==> src/rtl/spi_xfer_ctrl.sv <==
`default_nettype none
// ============================================================================
// Module      : spi_xfer_ctrl
// Description : SPI master transfer sequencer (IDLE/LOAD/TRANSFER/DONE).
//               Programmable SCLK divider, CPOL/CPHA modes, one word per
//               start handshake. Optional macro SPI_LSB_FIRST_EN adds
//               i_lsb_first for LSB-first shifting.
// Revision    : 1.0 - initial release
// ============================================================================
module spi_xfer_ctrl #(
  parameter int DATA_W = 8,
  parameter int DIV_W  = 8
) (
  input  logic              i_clk,
  input  logic              i_rst_n,
  input  logic              i_start,
  input  logic [DATA_W-1:0] i_tx_data,
  input  logic [1:0]        i_ss,
  input  logic [DIV_W-1:0]  i_div,
  input  logic              i_cpol,
  input  logic              i_cpha,
  input  logic              i_abort,
`ifdef SPI_LSB_FIRST_EN
  input  logic              i_lsb_first,
`endif
  input  logic              i_miso,
  output logic              o_ready,
  output logic              o_busy,
  output logic [1:0]        o_state,
  output logic [1:0]        o_ss,
  output logic              o_sclk,
  output logic              o_mosi,
  output logic [DATA_W-1:0] o_rx_data,
  output logic              o_done
);

  // State encoding is visible on o_state and consumed by the CS generator.
  localparam logic [1:0] ST_IDLE = 2'b00;
  localparam logic [1:0] ST_LOAD = 2'b01;
  localparam logic [1:0] ST_XFER = 2'b10;
  localparam logic [1:0] ST_DONE = 2'b11;

  localparam int                 ECNT_W    = $clog2(2 * DATA_W + 1);
  localparam logic [ECNT_W-1:0]  LAST_EDGE = ECNT_W'(2 * DATA_W - 1);
  localparam logic [ECNT_W-1:0]  EDGE_ONE  = 1;
  localparam logic [DIV_W-1:0]   HALF_ONE  = 1;

  logic [1:0]        state_q, state_d;
  logic [DIV_W-1:0]  half_q, half_d;
  logic [ECNT_W-1:0] edge_q, edge_d;
  logic [DIV_W-1:0]  div_q, div_d;
  logic              cpol_q, cpol_d;
  logic              cpha_q, cpha_d;
  logic [1:0]        ss_q, ss_d;
  logic [DATA_W-1:0] tx_sh_q, tx_sh_d;
  logic [DATA_W-1:0] rx_sh_q, rx_sh_d;
  logic [DATA_W-1:0] rx_data_q, rx_data_d;
  logic              sclk_q, sclk_d;
  logic              mosi_q, mosi_d;

  // Bit order: fixed MSB-first unless the optional feature is built in.
  logic lsb_first;
  logic lsb_first_in;
`ifdef SPI_LSB_FIRST_EN
  logic lsb_first_q, lsb_first_d;
  assign lsb_first    = lsb_first_q;
  assign lsb_first_in = i_lsb_first;
`else
  assign lsb_first    = 1'b0;
  assign lsb_first_in = 1'b0;
`endif

  logic              w_accept;
  logic              w_half_wrap;
  logic              w_last_edge;
  logic              w_tx_bit;
  logic [DATA_W-1:0] w_tx_shift;
  logic [DATA_W-1:0] w_rx_shift;

  assign w_accept    = i_start && (state_q == ST_IDLE);
  assign w_half_wrap = (half_q == div_q);
  assign w_last_edge = w_half_wrap && (edge_q == LAST_EDGE);
  assign w_tx_bit    = lsb_first ? tx_sh_q[0] : tx_sh_q[DATA_W-1];
  assign w_tx_shift  = lsb_first ? (tx_sh_q >> 1) : (tx_sh_q << 1);
  assign w_rx_shift  = lsb_first ? {i_miso, rx_sh_q[DATA_W-1:1]}
                                 : {rx_sh_q[DATA_W-2:0], i_miso};

  // State and datapath registers; reset aborts any transfer immediately.
  always_ff @(posedge i_clk or negedge i_rst_n) begin
    if (!i_rst_n) begin
      state_q   <= ST_IDLE;
      half_q    <= '0;
      edge_q    <= '0;
      div_q     <= '0;
      cpol_q    <= 1'b0;
      cpha_q    <= 1'b0;
      ss_q      <= '0;
      tx_sh_q   <= '0;
      rx_sh_q   <= '0;
      rx_data_q <= '0;
      sclk_q    <= 1'b0;
      mosi_q    <= 1'b0;
`ifdef SPI_LSB_FIRST_EN
      lsb_first_q <= 1'b0;
`endif
    end else begin
      state_q   <= state_d;
      half_q    <= half_d;
      edge_q    <= edge_d;
      div_q     <= div_d;
      cpol_q    <= cpol_d;
      cpha_q    <= cpha_d;
      ss_q      <= ss_d;
      tx_sh_q   <= tx_sh_d;
      rx_sh_q   <= rx_sh_d;
      rx_data_q <= rx_data_d;
      sclk_q    <= sclk_d;
      mosi_q    <= mosi_d;
`ifdef SPI_LSB_FIRST_EN
      lsb_first_q <= lsb_first_d;
`endif
    end
  end

  // Next-state logic: abort only acts in LOAD and TRANSFER.
  always_comb begin
    state_d = state_q;
    case (state_q)
      ST_IDLE: if (i_start)            state_d = ST_LOAD;
      ST_LOAD: if (i_abort)            state_d = ST_IDLE;
               else if (w_half_wrap)   state_d = ST_XFER;
      ST_XFER: if (i_abort)            state_d = ST_IDLE;
               else if (w_last_edge)   state_d = ST_DONE;
      ST_DONE:                         state_d = ST_IDLE;
      default:                         state_d = ST_IDLE;
    endcase
  end

  // Datapath: latch config on accept, count half-periods, shift on SCLK edges.
  always_comb begin
    half_d    = half_q;
    edge_d    = edge_q;
    div_d     = div_q;
    cpol_d    = cpol_q;
    cpha_d    = cpha_q;
    ss_d      = ss_q;
    tx_sh_d   = tx_sh_q;
    rx_sh_d   = rx_sh_q;
    rx_data_d = rx_data_q;
    sclk_d    = sclk_q;
    mosi_d    = mosi_q;
`ifdef SPI_LSB_FIRST_EN
    lsb_first_d = lsb_first_q;
`endif
    case (state_q)
      ST_IDLE: begin
        half_d = '0;
        edge_d = '0;
        mosi_d = 1'b0;
        sclk_d = cpol_q;
        if (w_accept) begin
          div_d   = i_div;
          cpol_d  = i_cpol;
          cpha_d  = i_cpha;
          ss_d    = i_ss;
          sclk_d  = i_cpol;
          rx_sh_d = '0;
`ifdef SPI_LSB_FIRST_EN
          lsb_first_d = i_lsb_first;
`endif
          // CPHA=0 presents the first bit during CS setup.
          if (!i_cpha) begin
            mosi_d  = lsb_first_in ? i_tx_data[0] : i_tx_data[DATA_W-1];
            tx_sh_d = lsb_first_in ? (i_tx_data >> 1) : (i_tx_data << 1);
          end else begin
            tx_sh_d = i_tx_data;
          end
        end
      end
      ST_LOAD: begin
        if (i_abort) begin
          half_d = '0;
          sclk_d = cpol_q;
          mosi_d = 1'b0;
        end else if (w_half_wrap) begin
          half_d = '0;
        end else begin
          half_d = half_q + HALF_ONE;
        end
      end
      ST_XFER: begin
        if (i_abort) begin
          half_d = '0;
          edge_d = '0;
          sclk_d = cpol_q;
          mosi_d = 1'b0;
        end else if (w_half_wrap) begin
          half_d = '0;
          edge_d = edge_q + EDGE_ONE;
          sclk_d = ~sclk_q;
          // edge_q even means this is an odd-numbered (leading) edge.
          if ((~edge_q[0]) ^ cpha_q) begin
            rx_sh_d = w_rx_shift;
          end else begin
            mosi_d  = w_tx_bit;
            tx_sh_d = w_tx_shift;
          end
          if (edge_q == LAST_EDGE) begin
            edge_d    = '0;
            mosi_d    = 1'b0;
            rx_data_d = rx_sh_d;
          end
        end else begin
          half_d = half_q + HALF_ONE;
        end
      end
      default: begin
        half_d = '0;
        edge_d = '0;
        mosi_d = 1'b0;
      end
    endcase
  end

  // Outputs decoded from state plus registered serial lines.
  always_comb begin
    o_ready   = (state_q == ST_IDLE);
    o_busy    = (state_q != ST_IDLE);
    o_done    = (state_q == ST_DONE);
    o_state   = state_q;
    o_ss      = ss_q;
    o_sclk    = sclk_q;
    o_mosi    = mosi_q;
    o_rx_data = rx_data_q;
  end

endmodule
`default_nettype wire

==> config.mk <==
export PLATFORM = sky130hd
export DESIGN_NAME = spi_xfer_ctrl
export DESIGN_NICKNAME = d
export VERILOG_FILES = /design/src/rtl/spi_xfer_ctrl.sv
export SDC_FILE = /design/constraint.sdc
export NUM_CORES = 1
export LEC_CHECK = 0
export ABC_AREA = 1
export CORE_UTILIZATION = 49
export CTS_CLUSTER_DIAMETER = 40
export DETAILED_ROUTE_END_ITERATION = 12
export PLACE_DENSITY = 0.77
export SYNTH_ARGS = -nofsm -noshare
export SYNTH_HDL_FRONTEND = slang
export SYNTH_SLANG_ARGS = --single-unit
export TNS_END_PERCENT = 30
==> constraint.sdc <==
create_clock -name i_clk -period 1.75 [get_ports i_clk]
set_input_delay 0.35 -clock i_clk [delete_from_list [all_inputs] [get_ports i_clk]]
set_output_delay 0.35 -clock i_clk [all_outputs]
set_load 0.05 [all_outputs]
* After elaboration in Yosys (flattened, before gate mapping) *
Index checks and enable logic that the tools add are counted.

storage, ports and cells
  flip-flop bits (word level) = 53

cells by class
  add/subtract/negate cells = 2
  equality and inequality tests = 15
  muxes and demuxes = 37
  bitwise logic cells = 5
  reduce and logical (&&, ||, !) cells = 15

operators by type and width
  operator               number
  $mux W8                12
  $pmux W8 S2            2
  $mux W5                3
  $mux W1                11
  $mux W2                5
  $ne A2 B2 Y1 const B   5
  $pmux W5 S2            1
  $ne A3 B3 Y1 const B   3
  $reduce_and A3 Y1      3
  $add A8 B1 Y8 const B  1
  $eq A8 B8 Y1           1
  $pmux W2 S4            1
  $reduce_and A4 Y1      2
  $pmux W1 S3            2
  $add A5 B1 Y5 const B  1
  $eq A5 B4 Y1 const B   1
  $reduce_and A5 Y1      1
  $eq A2 B2 Y1 const B   2
  $ne A4 B4 Y1 const B   1
  $not A1 Y1             4
  $reduce_and A2 Y1      2
  $reduce_bool A2 Y1     2
  $reduce_bool A3 Y1     1
  $eq A2 B1 Y1 const B   1
  other kinds (5)        6

* Logic depth before layout (Yosys ltp) *
  depth in word-level cells = 7
  gate-level depth with buffers = 11
  depth with buffers taken out = 10

* Worst setup path after synthesis *
OpenSTA, ideal clock, no wires.

  kind = flip-flop to flip-flop
  start = reg state_q[0], in the netlist o_state[0]
  end = reg rx_sh_q[7]
  setup time = 117 ps
  arrival = 2605 ps
  required time = 1633 ps
  slack = -972 ps
  cell stages (with the launch flop) = 10
  path buffers = 1
  clock period less this slack = 2722 ps
  cell sequence = dfrtp_1 inv_1 ha_1 inv_1 nor2_1 nor3b_4 nand2_4 buf_6 nand2_1 o21ai_2

on the way
  cells in the longest elaborated chain, start to end = 4
  elaborated cells on any way between the ends = 9
  those cells by class = eq/ne (4); mux (1); reduce/logical (4)

RTL lines
  item                                line  source
  from (decl)                         48    logic [1:0] state_q, state_d;
  from (signal assigned)              107   state_q <= state_d;
  $logic_not A2 Y1 (*)                --
  via o_ready                         27    output logic o_ready,
  $logic_and A1 B1 Y1                 80    assign w_accept = i_start && (state_q == ST_IDLE);
  $ne A2 B1 Y1 (no source line)       --
  $reduce_and A4 Y1 (no source line)  --
  to (signal assigned)                115   rx_sh_q <= rx_sh_d;
  to (decl)                           56    logic [DATA_W-1:0] rx_sh_q, rx_sh_d;

The timed path passes the listed nets; every way through them passes the cells marked *.
A chain may end at the register's enable or synchronous reset.

* Final worst setup path *
  start = reg state_q[1], in the netlist o_state[1]
  end = out o_busy

on the way
  cells in the longest elaborated chain, start to end = 1

RTL lines
  item                line  source
  $reduce_bool A2 Y1  228   o_busy = (state_q != ST_IDLE);
  to (decl)           28    output logic o_busy,

No other way between the ends.

==> impl_metrics.tcl <==
set metrics [dict create \
    status "completed" \
    core_area_um2 5510 \
    vias 2457 \
    layout_min_cycle_time_ps 1700 \
    grt_pass1_vias 2353 \
    power.density_nw_per_um2 1320 \
    endpoint "o_busy" \
    cts.clk_slew.worst_paths_ps 90 \
    die-area_um2 6010 \
    critPathMaxFanout 4 \
    rsz0062_at_grt "yes" \
    clock_path_buffers 2 \
    route.detailed.drc 0 \
    synth_seq_cells 53 \
    syn_avg_cell_area_um2 7.88 \
    numCtsBuffers 5 \
    crit-reg2reg-launch "o_state[0]" \
    first_iter_violations 122 \
    io_buffers 41 \
    cts_tree "done" \
    cts-htree-levels 2 \
    synth_nets 387 \
    finalCritPeriodShare_pct 97.3 \
    die_y_um 77.5 \
    end_kind "primary output" \
    grt_pass1_wl_mm 10.3 \
    ant_nets 0 \
    synthesis.area_um2 2800 \
    finalWorstSetupSlack_ps 47.3 \
    firstDrtPassIters 4 \
    vdd_drop_max_uv 923 \
    setup_viol 0 \
    netlist_instances 355 \
    worstMarginPinSlew_ps 361 \
    grt_usage_pct 21.2 \
    die_w_um 77.5 \
    finalWirelength_mm 5.83 \
    antenna_cells 0 \
    final_common_cell "nand2_1" \
    reg2reg_to "o_state[0]" \
    layout_common_cells "127 x nand2_1, 51 x dfrtp_1, 41 x o21ai_0" \
    wl_per_cell_um 11.9 \
    skew_ps 13.7 \
    reg2reg_slack_ps 80 \
    tns_ps 0 \
    dpl.hpwl_mm 4.35 \
    cts.sinks 53 \
    hold_violations 0 \
    antenna_found_initial 0 \
    start_util_pct 50.8 \
    area_growth_pct 27.6 \
    grt_overflow 0 \
    place_ws_ps -79.9 \
    leakage_uw 0.00165 \
    finalNetCount 447 \
    post-route-cell-area_um2 3570 \
    drive_gt1_share_pct 18.5 \
    fmax_ghz 0.587 \
    hold_class "in -> async" \
    worstPathArrival_ps 1350 \
    clock_latency_ps 310 \
    criticalPathCategory "reg -> out" \
    viasPerCell 5.03 \
    final_max_slew_viol_count 0 \
    io_pins 42 \
    yosysUniqueCellTypes 30 \
    yosys_warnings 0 \
    cts-root-buf "clkbuf_8" \
    slew_headroom_pct 75.8 \
    critPathLaunch "o_state[1]" \
    yosysSeqAreaShare_pct 47.4 \
    r2r_cells 11 \
    rows 27 \
    max_cap_viol_count 0 \
    placed_area_um2 3380 \
    gp_congestion 0.855 \
    cp.required_ps 1400 \
    grt_max_degree 40 \
    startpoint_type "flop" \
]
## how the worst min path moves through the flow
stage               startpoint        to  slack (ps)  depth (start not counted)
floorplan              i_rst_n    cpha_q          50                          0
global placement       i_rst_n  div_q[5]         280                          1
detailed placement     i_rst_n  div_q[5]         280                          1
CTS                    i_rst_n  div_q[1]         480                          2
global route           i_rst_n  div_q[1]         500                          2
finish                 i_rst_n  div_q[1]         480                          2
## cells in the mapped netlist
cell type	n	area share (%)
a21boi_0	1	0.27
a21oi_1	1	0.18
a31oi_1	2	0.45
buf_2	2	0.36
buf_4	1	0.27
buf_6	1	0.40
clkbuf_1	4	0.54
clkinv_1	1	0.13
dfrtp_1	53	47
ha_1	7	3.1
inv_1	41	5.5
inv_2	1	0.13
nand2_1	131	18
nand2_4	2	0.81
nand3_1	7	1.3
nand3_2	1	0.36
nand4_1	12	2.7
nor2_1	16	2.1
nor2_2	1	0.22
nor2_4	1	0.40
nor3_1	3	0.54
nor3b_4	1	0.67
o21a_1	1	0.27
o21ai_0	43	7.7
o21ai_2	8	2.5
o22ai_1	1	0.22
or2_2	2	0.45
xnor2_1	6	1.9
xnor2_2	1	0.58
xor2_1	3	0.94
## state kept, by name, indices dropped and copies added, names as in the netlist
name,count
cpha_q,1
cpol_q,1
div_q,8
edge_q,5
half_q,8
o_mosi,1
o_rx_data,8
o_sclk,1
o_ss,2
o_state,2
rx_sh_q,8
tx_sh_q,8
## worst max-delay path, stage by stage, from the launching register on
cell        delay [ps]
dfrtp_2            460
inv_4               90
ha_4               180
clkinvlp_4         150
buf_12             170
## per-layer routing
| layer | global-route usage (%) | vias to the layer above | wire length (um) |
|---|---|---|---|
| met3 | 3.76 | 8 | 213 |
| li1 | - | 1254 | - |
| met2 | 34.9 | 55 | 2790 |
| met1 | 27.7 | 1140 | 2750 |
| met5 | 0 | - | 0 |
| met4 | 8.11 | 0 | 76 |
## stage by stage
step / utilization [%] / instances / hold WS (ps) / power (uW)
global route: 64.8 / 488 / 498 / 5070
CTS: 63.4 / 482 / 481 / 4580
finish: 64.8 / 488 / 481 / 4700
global placement: 61.4 / 473 / 283 / 3790
detailed placement: 61.4 / 473 / 282 / 3850
floorplan: - / 355 / 54.4 / 3190
## power breakdown
group	internal, uW	switching (uW)	total [uW]
logic	871	1410	2290
clock network	321	400	721
registers	1510	183	1700
total	2710	2000	4700
## kinds of logic after synthesis
| kind of cell | synth area share (%) |
|---|---|
| AO/OA/AOI/OAI | 11.6 |
| adder cells (fa/ha/maj) | 3.13 |
| AND/OR/NAND/NOR | 27.1 |
| flip-flops | 47.4 |
| buffers and inverters | 7.34 |
| XOR/XNOR | 3.40 |
## area by class of cell
type / count / area (um^2)
repair buffers: 60 / 558
clock buffers: 6 / 82.6
flip-flops and latches: 53 / 1330
clock inverters: 2 / 13.8
inverters: 43 / 170
well taps: 72 / 90.1
multi-input cells: 252 / 1320
fillers: 469 / 1940
## repair_timing
action	CTS	global route
hold buffers	1	0
resized for setup	2	11
buffers inserted	0	5
cloned	0	1
hold endpoints to repair	14	0
setup endpoints to repair	3	41
pin swaps	0	4
No activity file was read; power rests on OpenSTA's default activity.
